### config.mk
export PLATFORM = sky130hd
export DESIGN_NAME = crossing_scheduler
export DESIGN_NICKNAME = d
export VERILOG_FILES = /design/src/rtl/tl_pkg.sv /design/src/rtl/tl_interval_timer.sv /design/src/rtl/crossing_scheduler.sv
export SDC_FILE = /design/constraint.sdc
export NUM_CORES = 1
export LEC_CHECK = 0
export CAP_MARGIN = 20
export CORE_MARGIN = 3
export CORE_UTILIZATION = 50
export DETAILED_ROUTE_END_ITERATION = 10
export PLACE_DENSITY = 0.68
export SLEW_MARGIN = 20
export SYNTH_ARGS = -nofsm -noshare
export SYNTH_HDL_FRONTEND = slang
export SYNTH_SLANG_ARGS = --single-unit
### constraint.sdc
create_clock -name pin3_clk_16mhz -period 3.7 [get_ports pin3_clk_16mhz]
set_input_delay 0.925 -clock pin3_clk_16mhz [delete_from_list [all_inputs] [get_ports pin3_clk_16mhz]]
set_output_delay 0.925 -clock pin3_clk_16mhz [all_outputs]
set_load 0.05 [all_outputs]
### src/rtl/tl_pkg.sv
// Shared definitions for the traffic-light blocks.
//   - 3-bit controller state encodings (one code is left unused)
//   - 2-bit grant encodings (NONE / SIDE / PED)
//   - lamp bit positions within the 8-bit lamp vector
//   - interval timer width
//   - lamp_decode(): steady lamp pattern shown in each state
package tl_pkg;

    localparam int TIMER_W = 30;

    typedef enum logic [2:0] {
        ST_ALLRED      = 3'd0,
        ST_MAIN_GREEN  = 3'd1,
        ST_MAIN_YELLOW = 3'd2,
        ST_SIDE_GREEN  = 3'd3,
        ST_SIDE_YELLOW = 3'd4,
        ST_PED_WALK    = 3'd5,
        ST_PED_CLEAR   = 3'd6
    } state_t;

    typedef enum logic [1:0] {
        GRANT_NONE = 2'd0,
        GRANT_SIDE = 2'd1,
        GRANT_PED  = 2'd2
    } grant_t;

    localparam int LAMP_W           = 8;
    localparam int LAMP_MAIN_GREEN  = 7;
    localparam int LAMP_MAIN_YELLOW = 6;
    localparam int LAMP_MAIN_RED    = 5;
    localparam int LAMP_SIDE_GREEN  = 4;
    localparam int LAMP_SIDE_YELLOW = 3;
    localparam int LAMP_SIDE_RED    = 2;
    localparam int LAMP_PED_GREEN   = 1;
    localparam int LAMP_PED_RED     = 0;

    // Any encoding that is not a known state shows the all-red pattern.
    function automatic logic [LAMP_W-1:0] lamp_decode(state_t st);
        logic [LAMP_W-1:0] lamps;
        lamps = '0;
        case (st)
            ST_MAIN_GREEN: begin
                lamps[LAMP_MAIN_GREEN] = 1'b1;
                lamps[LAMP_SIDE_RED]   = 1'b1;
                lamps[LAMP_PED_RED]    = 1'b1;
            end
            ST_MAIN_YELLOW: begin
                lamps[LAMP_MAIN_YELLOW] = 1'b1;
                lamps[LAMP_SIDE_RED]    = 1'b1;
                lamps[LAMP_PED_RED]     = 1'b1;
            end
            ST_SIDE_GREEN: begin
                lamps[LAMP_SIDE_GREEN] = 1'b1;
                lamps[LAMP_MAIN_RED]   = 1'b1;
                lamps[LAMP_PED_RED]    = 1'b1;
            end
            ST_SIDE_YELLOW: begin
                lamps[LAMP_SIDE_YELLOW] = 1'b1;
                lamps[LAMP_MAIN_RED]    = 1'b1;
                lamps[LAMP_PED_RED]     = 1'b1;
            end
            ST_PED_WALK: begin
                lamps[LAMP_PED_GREEN] = 1'b1;
                lamps[LAMP_MAIN_RED]  = 1'b1;
                lamps[LAMP_SIDE_RED]  = 1'b1;
            end
            default: begin
                lamps[LAMP_MAIN_RED] = 1'b1;
                lamps[LAMP_SIDE_RED] = 1'b1;
                lamps[LAMP_PED_RED]  = 1'b1;
            end
        endcase
        return lamps;
    endfunction

endpackage

### src/rtl/tl_interval_timer.sv
// Saturating down-counter used to time traffic-light intervals.
// Ports:
//   clk        in   clock
//   rst_n      in   asynchronous active-low reset (loads RESET_VALUE)
//   load       in   load load_value this cycle (takes priority over count)
//   load_value in   TIMER_W-bit value to load
//   count      in   decrement enable; the counter stops at zero
//   zero       out  counter currently equals zero
module tl_interval_timer
    import tl_pkg::*;
#(
    parameter logic [TIMER_W-1:0] RESET_VALUE = '0
) (
    input  logic               clk,
    input  logic               rst_n,
    input  logic               load,
    input  logic [TIMER_W-1:0] load_value,
    input  logic               count,
    output logic               zero
);

    logic [TIMER_W-1:0] value_q;

    always_ff @(posedge clk or negedge rst_n) begin
        if (!rst_n) begin
            value_q <= RESET_VALUE;
        end else if (load) begin
            value_q <= load_value;
        end else if (count && (value_q != '0)) begin
            value_q <= value_q - TIMER_W'(1);
        end
    end

    assign zero = (value_q == '0);

endmodule

### src/rtl/crossing_scheduler.sv
// Main road / side road / pedestrian crossing controller. Main road holds
// green; once its minimum green has elapsed the side-road sensor and the
// latched pedestrian request are served round-robin, with yellow and
// all-red clearance between every change of right of way.
// Ports:
//   pin3_clk_16mhz                      in   system clock
//   rst_n                               in   asynchronous active-low reset
//   side_req                            in   side-road car sensor (synchronous level)
//   ped_btn                             in   raw asynchronous pedestrian button
//   main_green/main_yellow/main_red     out  main road lamps
//   side_green/side_yellow/side_red     out  side road lamps
//   ped_green/ped_red                   out  pedestrian lamps
//   ped_wait                            out  pedestrian request is latched
// Build option: define CROSSING_PED_FLASH_EN to flash ped_green during
// pedestrian clearance instead of showing a steady ped_red.
module crossing_scheduler
    import tl_pkg::*;
#(
    parameter int TIMER_SCALE = 16000000,
    parameter int MAIN_MIN_S  = 10,
    parameter int YELLOW_S    = 3,
    parameter int ALLRED_S    = 2,
    parameter int SIDE_S      = 8,
    parameter int WALK_S      = 6,
    parameter int CLEAR_S     = 4
) (
    input  logic pin3_clk_16mhz,
    input  logic rst_n,
    input  logic side_req,
    input  logic ped_btn,
    output logic main_green,
    output logic main_yellow,
    output logic main_red,
    output logic side_green,
    output logic side_yellow,
    output logic side_red,
    output logic ped_green,
    output logic ped_red,
    output logic ped_wait
);

    localparam longint SCALE       = longint'(TIMER_SCALE);
    localparam longint TIMER_LIMIT = longint'(1) << TIMER_W;

    function automatic bit duration_ok(longint seconds);
        return (seconds >= 1) && (SCALE >= 1) && (seconds * SCALE < TIMER_LIMIT);
    endfunction

    if (!duration_ok(MAIN_MIN_S) || !duration_ok(YELLOW_S) || !duration_ok(ALLRED_S) ||
        !duration_ok(SIDE_S) || !duration_ok(WALK_S) || !duration_ok(CLEAR_S)) begin : g_duration_check
        $error("crossing_scheduler: an interval does not fit the %0d-bit timer", TIMER_W);
    end

    // Loading N*SCALE-1 makes a state last exactly N*SCALE cycles, because
    // the exit decision is taken on the cycle the counter reads zero.
    localparam logic [TIMER_W-1:0] LOAD_ALLRED = TIMER_W'(longint'(ALLRED_S)   * SCALE - 1);
    localparam logic [TIMER_W-1:0] LOAD_MAIN   = TIMER_W'(longint'(MAIN_MIN_S) * SCALE - 1);
    localparam logic [TIMER_W-1:0] LOAD_YELLOW = TIMER_W'(longint'(YELLOW_S)   * SCALE - 1);
    localparam logic [TIMER_W-1:0] LOAD_SIDE   = TIMER_W'(longint'(SIDE_S)     * SCALE - 1);
    localparam logic [TIMER_W-1:0] LOAD_WALK   = TIMER_W'(longint'(WALK_S)     * SCALE - 1);
    localparam logic [TIMER_W-1:0] LOAD_CLEAR  = TIMER_W'(longint'(CLEAR_S)    * SCALE - 1);

    localparam logic [LAMP_W-1:0] LAMP_RESET = lamp_decode(ST_ALLRED);

    state_t             state_q, state_d;
    grant_t             grant_q, grant_d;
    grant_t             rr_q, rr_d;
    logic               ped_latch_q, ped_latch_d;
    logic [1:0]         ped_sync_q;
    logic               ped_prev_q;
    logic               ped_edge;
    logic [LAMP_W-1:0]  lamp_q, lamp_d;
    logic               timer_load;
    logic [TIMER_W-1:0] timer_load_value;
    logic               timer_zero;

    tl_interval_timer #(
        .RESET_VALUE (LOAD_ALLRED)
    ) u_timer (
        .clk        (pin3_clk_16mhz),
        .rst_n      (rst_n),
        .load       (timer_load),
        .load_value (timer_load_value),
        .count      (1'b1),
        .zero       (timer_zero)
    );

    assign ped_edge = ped_sync_q[1] & ~ped_prev_q;

    always_comb begin
        state_d          = state_q;
        grant_d          = grant_q;
        rr_d             = rr_q;
        timer_load       = 1'b0;
        timer_load_value = LOAD_ALLRED;

        case (state_q)
            ST_ALLRED: begin
                if (timer_zero) begin
                    case (grant_q)
                        GRANT_SIDE: state_d = ST_SIDE_GREEN;
                        GRANT_PED:  state_d = ST_PED_WALK;
                        default:    state_d = ST_MAIN_GREEN;
                    endcase
                end
            end
            ST_MAIN_GREEN: begin
                // The granted requester is whichever wins; the pointer then
                // always favours the one that lost or was absent.
                if (timer_zero && (side_req || ped_latch_q)) begin
                    state_d = ST_MAIN_YELLOW;
                    if (side_req && ped_latch_q) begin
                        grant_d = rr_q;
                    end else if (side_req) begin
                        grant_d = GRANT_SIDE;
                    end else begin
                        grant_d = GRANT_PED;
                    end
                    if (grant_d == GRANT_SIDE) begin
                        rr_d = GRANT_PED;
                    end else begin
                        rr_d = GRANT_SIDE;
                    end
                end
            end
            ST_MAIN_YELLOW: if (timer_zero) state_d = ST_ALLRED;
            ST_SIDE_GREEN:  if (timer_zero) state_d = ST_SIDE_YELLOW;
            ST_SIDE_YELLOW: begin
                if (timer_zero) begin
                    state_d = ST_ALLRED;
                    grant_d = GRANT_NONE;
                end
            end
            ST_PED_WALK:    if (timer_zero) state_d = ST_PED_CLEAR;
            ST_PED_CLEAR: begin
                if (timer_zero) begin
                    state_d = ST_ALLRED;
                    grant_d = GRANT_NONE;
                end
            end
            default: begin
                state_d = ST_ALLRED;
                grant_d = GRANT_NONE;
            end
        endcase

        if (state_d != state_q) begin
            timer_load = 1'b1;
            case (state_d)
                ST_MAIN_GREEN:  timer_load_value = LOAD_MAIN;
                ST_MAIN_YELLOW: timer_load_value = LOAD_YELLOW;
                ST_SIDE_GREEN:  timer_load_value = LOAD_SIDE;
                ST_SIDE_YELLOW: timer_load_value = LOAD_YELLOW;
                ST_PED_WALK:    timer_load_value = LOAD_WALK;
                ST_PED_CLEAR:   timer_load_value = LOAD_CLEAR;
                default:        timer_load_value = LOAD_ALLRED;
            endcase
        end

        // Walking pedestrians are being served, so presses during the walk
        // (and the entry cycle itself) are dropped rather than queued.
        if ((state_q == ST_PED_WALK) || (state_d == ST_PED_WALK)) begin
            ped_latch_d = 1'b0;
        end else begin
            ped_latch_d = ped_latch_q | ped_edge;
        end
    end

`ifdef CROSSING_PED_FLASH_EN
    localparam int HALF_PERIOD = (TIMER_SCALE / 2 > 0) ? (TIMER_SCALE / 2) : 1;
    localparam logic [TIMER_W-1:0] FLASH_RELOAD = TIMER_W'(HALF_PERIOD - 1);

    logic               flash_q, flash_d;
    logic [TIMER_W-1:0] flash_cnt_q, flash_cnt_d;

    // Flash phase restarts "on" every time clearance is entered.
    always_comb begin
        flash_d     = flash_q;
        flash_cnt_d = flash_cnt_q;
        if (state_d == ST_PED_CLEAR) begin
            if (state_q != ST_PED_CLEAR) begin
                flash_d     = 1'b1;
                flash_cnt_d = FLASH_RELOAD;
            end else if (flash_cnt_q == '0) begin
                flash_d     = ~flash_q;
                flash_cnt_d = FLASH_RELOAD;
            end else begin
                flash_cnt_d = flash_cnt_q - TIMER_W'(1);
            end
        end
    end

    always_ff @(posedge pin3_clk_16mhz or negedge rst_n) begin
        if (!rst_n) begin
            flash_q     <= 1'b0;
            flash_cnt_q <= '0;
        end else begin
            flash_q     <= flash_d;
            flash_cnt_q <= flash_cnt_d;
        end
    end

    always_comb begin
        lamp_d = lamp_decode(state_d);
        if (state_d == ST_PED_CLEAR) begin
            lamp_d[LAMP_PED_GREEN] = flash_d;
            lamp_d[LAMP_PED_RED]   = 1'b0;
        end
    end
`else
    always_comb begin
        lamp_d = lamp_decode(state_d);
    end
`endif

    // Lamps are registered from the next-state decode so they switch on the
    // same edge as the state register and never glitch on the pins.
    always_ff @(posedge pin3_clk_16mhz or negedge rst_n) begin
        if (!rst_n) begin
            state_q     <= ST_ALLRED;
            grant_q     <= GRANT_NONE;
            rr_q        <= GRANT_SIDE;
            ped_latch_q <= 1'b0;
            ped_sync_q  <= 2'b00;
            ped_prev_q  <= 1'b0;
            lamp_q      <= LAMP_RESET;
            ped_wait    <= 1'b0;
        end else begin
            state_q     <= state_d;
            grant_q     <= grant_d;
            rr_q        <= rr_d;
            ped_latch_q <= ped_latch_d;
            ped_sync_q  <= {ped_sync_q[0], ped_btn};
            ped_prev_q  <= ped_sync_q[1];
            lamp_q      <= lamp_d;
            ped_wait    <= ped_latch_d;
        end
    end

    assign main_green  = lamp_q[LAMP_MAIN_GREEN];
    assign main_yellow = lamp_q[LAMP_MAIN_YELLOW];
    assign main_red    = lamp_q[LAMP_MAIN_RED];
    assign side_green  = lamp_q[LAMP_SIDE_GREEN];
    assign side_yellow = lamp_q[LAMP_SIDE_YELLOW];
    assign side_red    = lamp_q[LAMP_SIDE_RED];
    assign ped_green   = lamp_q[LAMP_PED_GREEN];
    assign ped_red     = lamp_q[LAMP_PED_RED];

endmodule
==> flow_results.org <==
** Outcome
- Status :: finished, final reports clean

** Power
- Worst ir drop on vdd :: 0.222 mV
- Pint :: 817 uW
- In this run, the clock network consumes 44.0% of the power.
- Sequential cells burn 53.9% of the power.
- Fraction of power consumed by combinational cells :: ~2.0%
- PD cells :: around 350 mW/mm^2
- In this run switching power makes up slightly below 20% of total power.
- Switching pwr :: 196 uW
- Leak :: roughly 0.0011 uW

** Cells and area
- Fill cell count :: around 430
- Once layout is complete, the utilization of the core stands at roughly 60%.
- Number of standard cells in the layout, taps in and fillers out :: 356
- Cells with a size suffix above 1 make up 16.3% of the layout.
- Layout overhead on the synthesized area :: 12.0%
- Post-layout net count :: about 290
- The finished cells cover 0.00293 mm^2.
- Antenna diodes :: 0

** Critical path
- Crit-path cells :: or4_4 > or4_4 > nor3_4 > mux2_4 > nor2b_1 > o21ai_0 > o21ai_0
- Largest stage delay on the critical path :: approximately 0.59 ns
- The worst setup path is of the reg2reg kind.
- Critical-path top delay cell :: or4_4
- Crit path max-delay family :: simple AND/OR/NAND/NOR gates
- Counting both buffers and inverters, the worst setup path holds a total of 0.
- STA classifies the critical path startpoint as a register.
- Required time at the endpoint of the critical path :: just under 4 ns
- Peak fanout along the critical path :: 10
- Data arrival time of the worst path :: around 3.2 ns
- Nature of the critical path endpoint :: register

** Yosys
- Synth Flop Type :: dfrtp_1
- Post-Syn Instances :: between 200 and 300
- For this run, asynchronously set or reset flops after synthesis account for 100%.
- Sorting the synthesized cells by area gives the leading types as dfrtp_1, dfstp_2, nor2_1.
- In the post-synthesis netlist, the cell with the most instances is nor2_1.
- Most frequent cells after synthesis :: nor2_1, dfrtp_1, nand2_1
- Dividing the synthesized area by the synthesized cell count gives roughly 9.5 um^2.
- The cell area that synthesis handed to floorplanning was between 0.002 and 0.003 mm^2.
- The Yosys step of the flow raised 0 warnings.
- Synth cell types :: 47
- For this run, the register share of the synthesized area comes to between 40 and 50%.
- #FFs+latches synth :: 49
- Yosys top cell area share :: ~27%
- Post-Synthesis Net Count :: about 280
- Post-synth EDFFs :: 0
- Cell taking the most area after synthesis :: dfrtp_1

** STA
- Total count of max-transition violations in the final report :: 0
- Crit path time final :: 3.01 ns
- RSZ-0062 raised after global routing :: no
- For the pin with the worst max-slew slack, the measured transition is between 0.6 and 0.7 ns.
- Final worst-path cycle share :: around 80%
- Setup TNS Final :: 0 ns
- In this run the tightest slew margin relative to its limit is approximately 53%.
- The clock arrives with between 0.005 and 0.006 ns of skew.
- Final hold violation count :: 0
- Highest achievable clock rate :: between 300 and 400 MHz
- The worst path meets setup with about 0.69 ns of slack.
- Final count of negative-setup-slack endpoints :: 0

** Floorplanning
- From bottom edge to top edge, the die measures 78.3 um.
- The initialized floorplan defines 25 standard-cell rows.
- 13 I/O pins were placed.
- For this configuration, the core starts out at a cell density of between 50% and 60%.
- The floorplan step set the die width to approximately 80 um.
- Overall die area :: between 0.006 and 0.007 mm^2
- The region available for standard cell placement spans approximately 0.005 mm^2.

** CTS
- Deepest level of the CTS H-tree :: 2
- Clk Latency, worst-skew pair :: 0.30 ns
- For this design, the sink count on the clock tree is between 40 and 50.
- Clock buffers created by TritonCTS :: 5
- The number of gates resized after CTS was 0.
- After clock tree synthesis, the clock-pin slew on the worst setup and hold paths is 0.09 ns.
- Clock tree from TritonCTS :: yes
- Once the clock tree was built, the setup fixing pass inserted 0 buffers.
- The tree is rooted in a clkbuf_8.
- The number of hold buffers added after CTS was 0.
- Maximum buffer depth of the clock tree :: 2

** Drt
- 1st-pass router iterations :: 4
- Final wirelength :: between 5000 and 6000 um
- After detailed routing, the average wire length per cell comes to 16.1 um.
- Antenna Nets Post-Route :: 0
- Detail-routed via count per cell :: 5.77
- The routed layout has 2,054 vias.
- For this block, the initial DRC count from the detailed router was 147.
- Detailed-route DRC error count :: 0

** Flow run
- Max_cap viols :: 0

** Global route
- For this run, the total global-route usage over all layers was measured as between 20% and 30%.
- Summed over all layers, the global routing overflow is 0.
- Entering global routing, the biggest net connects 36 pins.
- The first global-routing pass estimated around 9800 um of wire.
- The initial antenna violation count was 0.
- The via count of the first global-routing pass came to approximately 1,900.

** Place
- Total cell area at the placement stage :: 0.00280 mm^2
- Counting tap cells, the placed design contains a total of approximately 350 instances.
- Last weighted congestion value of the routability-driven placer :: 0.885
- Summed over all nets, the half-perimeter wirelength after detailed placement is 4180 um.
- OpenSTA, run right after detailed placement, puts the worst setup slack at 0.721 ns.
- PortBufs :: 12

** Min path
- Type of the worst min-delay path :: reg2reg
==> final cells by class <==
cell class                      count  area, um^2  share of cell area [%]
Multi-Input combinational cell    207        1280                    43.7
Sequential cell                    49        1250                    42.8
Timing Repair Buffer               16         145                    4.96
Tap cell                           67        83.8                    2.86
Clock buffer                        5        68.8                    2.35
Clock inverter                      3        65.1                    2.22
Inverter                            9        33.8                    1.15
==> per-stage QoR <==
| step | power [uW] | hold slack, ns |
|---|---|---|
| 6_report | 1010 | 0.370 |
| 4_1_cts | 1020 | 0.369 |
| 3_5_place_dp | 577 | 0.336 |
| 5_1_grt | 1050 | 0.375 |
| 3_3_place_gp | 577 | 0.354 |
| 2_1_floorplan | 560 | 0.331 |
==> cell families (layout without fill, tap and decap cells) <==
family	count (synthesis)	count (layout)	synth area share (%)
compound gates	56	56	13.2
simple gates	124	124	26.2
mux	2	2	0.956
xor+xnor	23	23	7.70
flops	49	49	47.9
buf+inv	20	33	3.20
fa+ha+maj	2	2	0.956
==> path summary, 6_finish.rpt <==
kind	start	end	slack, ns	cells after the start
max in group asynchronous	rst_n	rr_q[0]	2.40	2
worst max-delay path	u_timer.value_q[15]	u_timer.value_q[25]	0.69	7
worst min-delay path	ped_sync_q[0]	ped_sync_q[1]	0.37	0
worst max register to register	u_timer.value_q[15]	u_timer.value_q[25]	0.69	7
worst min register to register	ped_sync_q[0]	ped_sync_q[1]	0.37	0
min in group asynchronous	rst_n	u_timer.value_q[15]	0.52	1
==> power groups by stage <==
stage	sequential, uW	combinational [uW]	clock, uW
floorplan	554	5.37	0
global placement	555	21.2	0
detailed placement	556	21.6	0
CTS	546	21.6	456
global route	547	23.8	478
finish	546	20.4	446
==> cell usage in the layout, fill, tap and decap left out, drive strengths merged, types with 2 or more instances in the layout <==
cell / netlist / routed
nor2b: 4 / 4
nor3: 15 / 15
and3: 3 / 3
or3: 8 / 8
nand2b: 8 / 8
o22ai: 7 / 7
or2: 2 / 2
buf: 2 / 5
or4: 6 / 6
bufinv: 0 / 2
inv: 9 / 9
a31oi: 2 / 2
nor4: 7 / 7
o2bb2ai: 2 / 2
xnor2: 12 / 12
a21oi: 14 / 14
nand2: 23 / 23
ha: 2 / 2
o31ai: 3 / 3
o21ai: 18 / 18
a21o: 2 / 2
o311ai: 2 / 2
xor2: 11 / 11
or4b: 2 / 2
nor2: 31 / 31
nand3b: 2 / 2
clkbuf: 9 / 5
nor3b: 2 / 2
nand3: 6 / 6
and2: 3 / 3
clkdlybuf4s50: 0 / 11
dfstp: 21 / 21
dfrtp: 28 / 28
==> state kept, by name, summed over array words and instances, names as in the netlist <==
name             cells
ped_latch_q          1
u_timer.value_q     30
lamp_q               8
state_q              3
grant_q              2
ped_prev_q           1
rr_q                 2
ped_sync_q           2
==> worst register-to-register path, delay by kind of cell (launching register included) <==
kind             cells  cell delay, ns
AO/OA/AOI/OAI        2            0.50
flip-flops           1            0.40
AND/OR/NAND/NOR      4            1.64
multiplexers         1            0.33
==> per-layer routing <==
metal,vias to the layer above,global-route usage [%],share of wire (%)
met5,-,0,0
met4,0,6.82,1.4
met2,48,31.8,47
met3,7,4.36,3.8
li1,997,-,-
met1,1002,28.6,48
(Power assumes the default switching activity.)
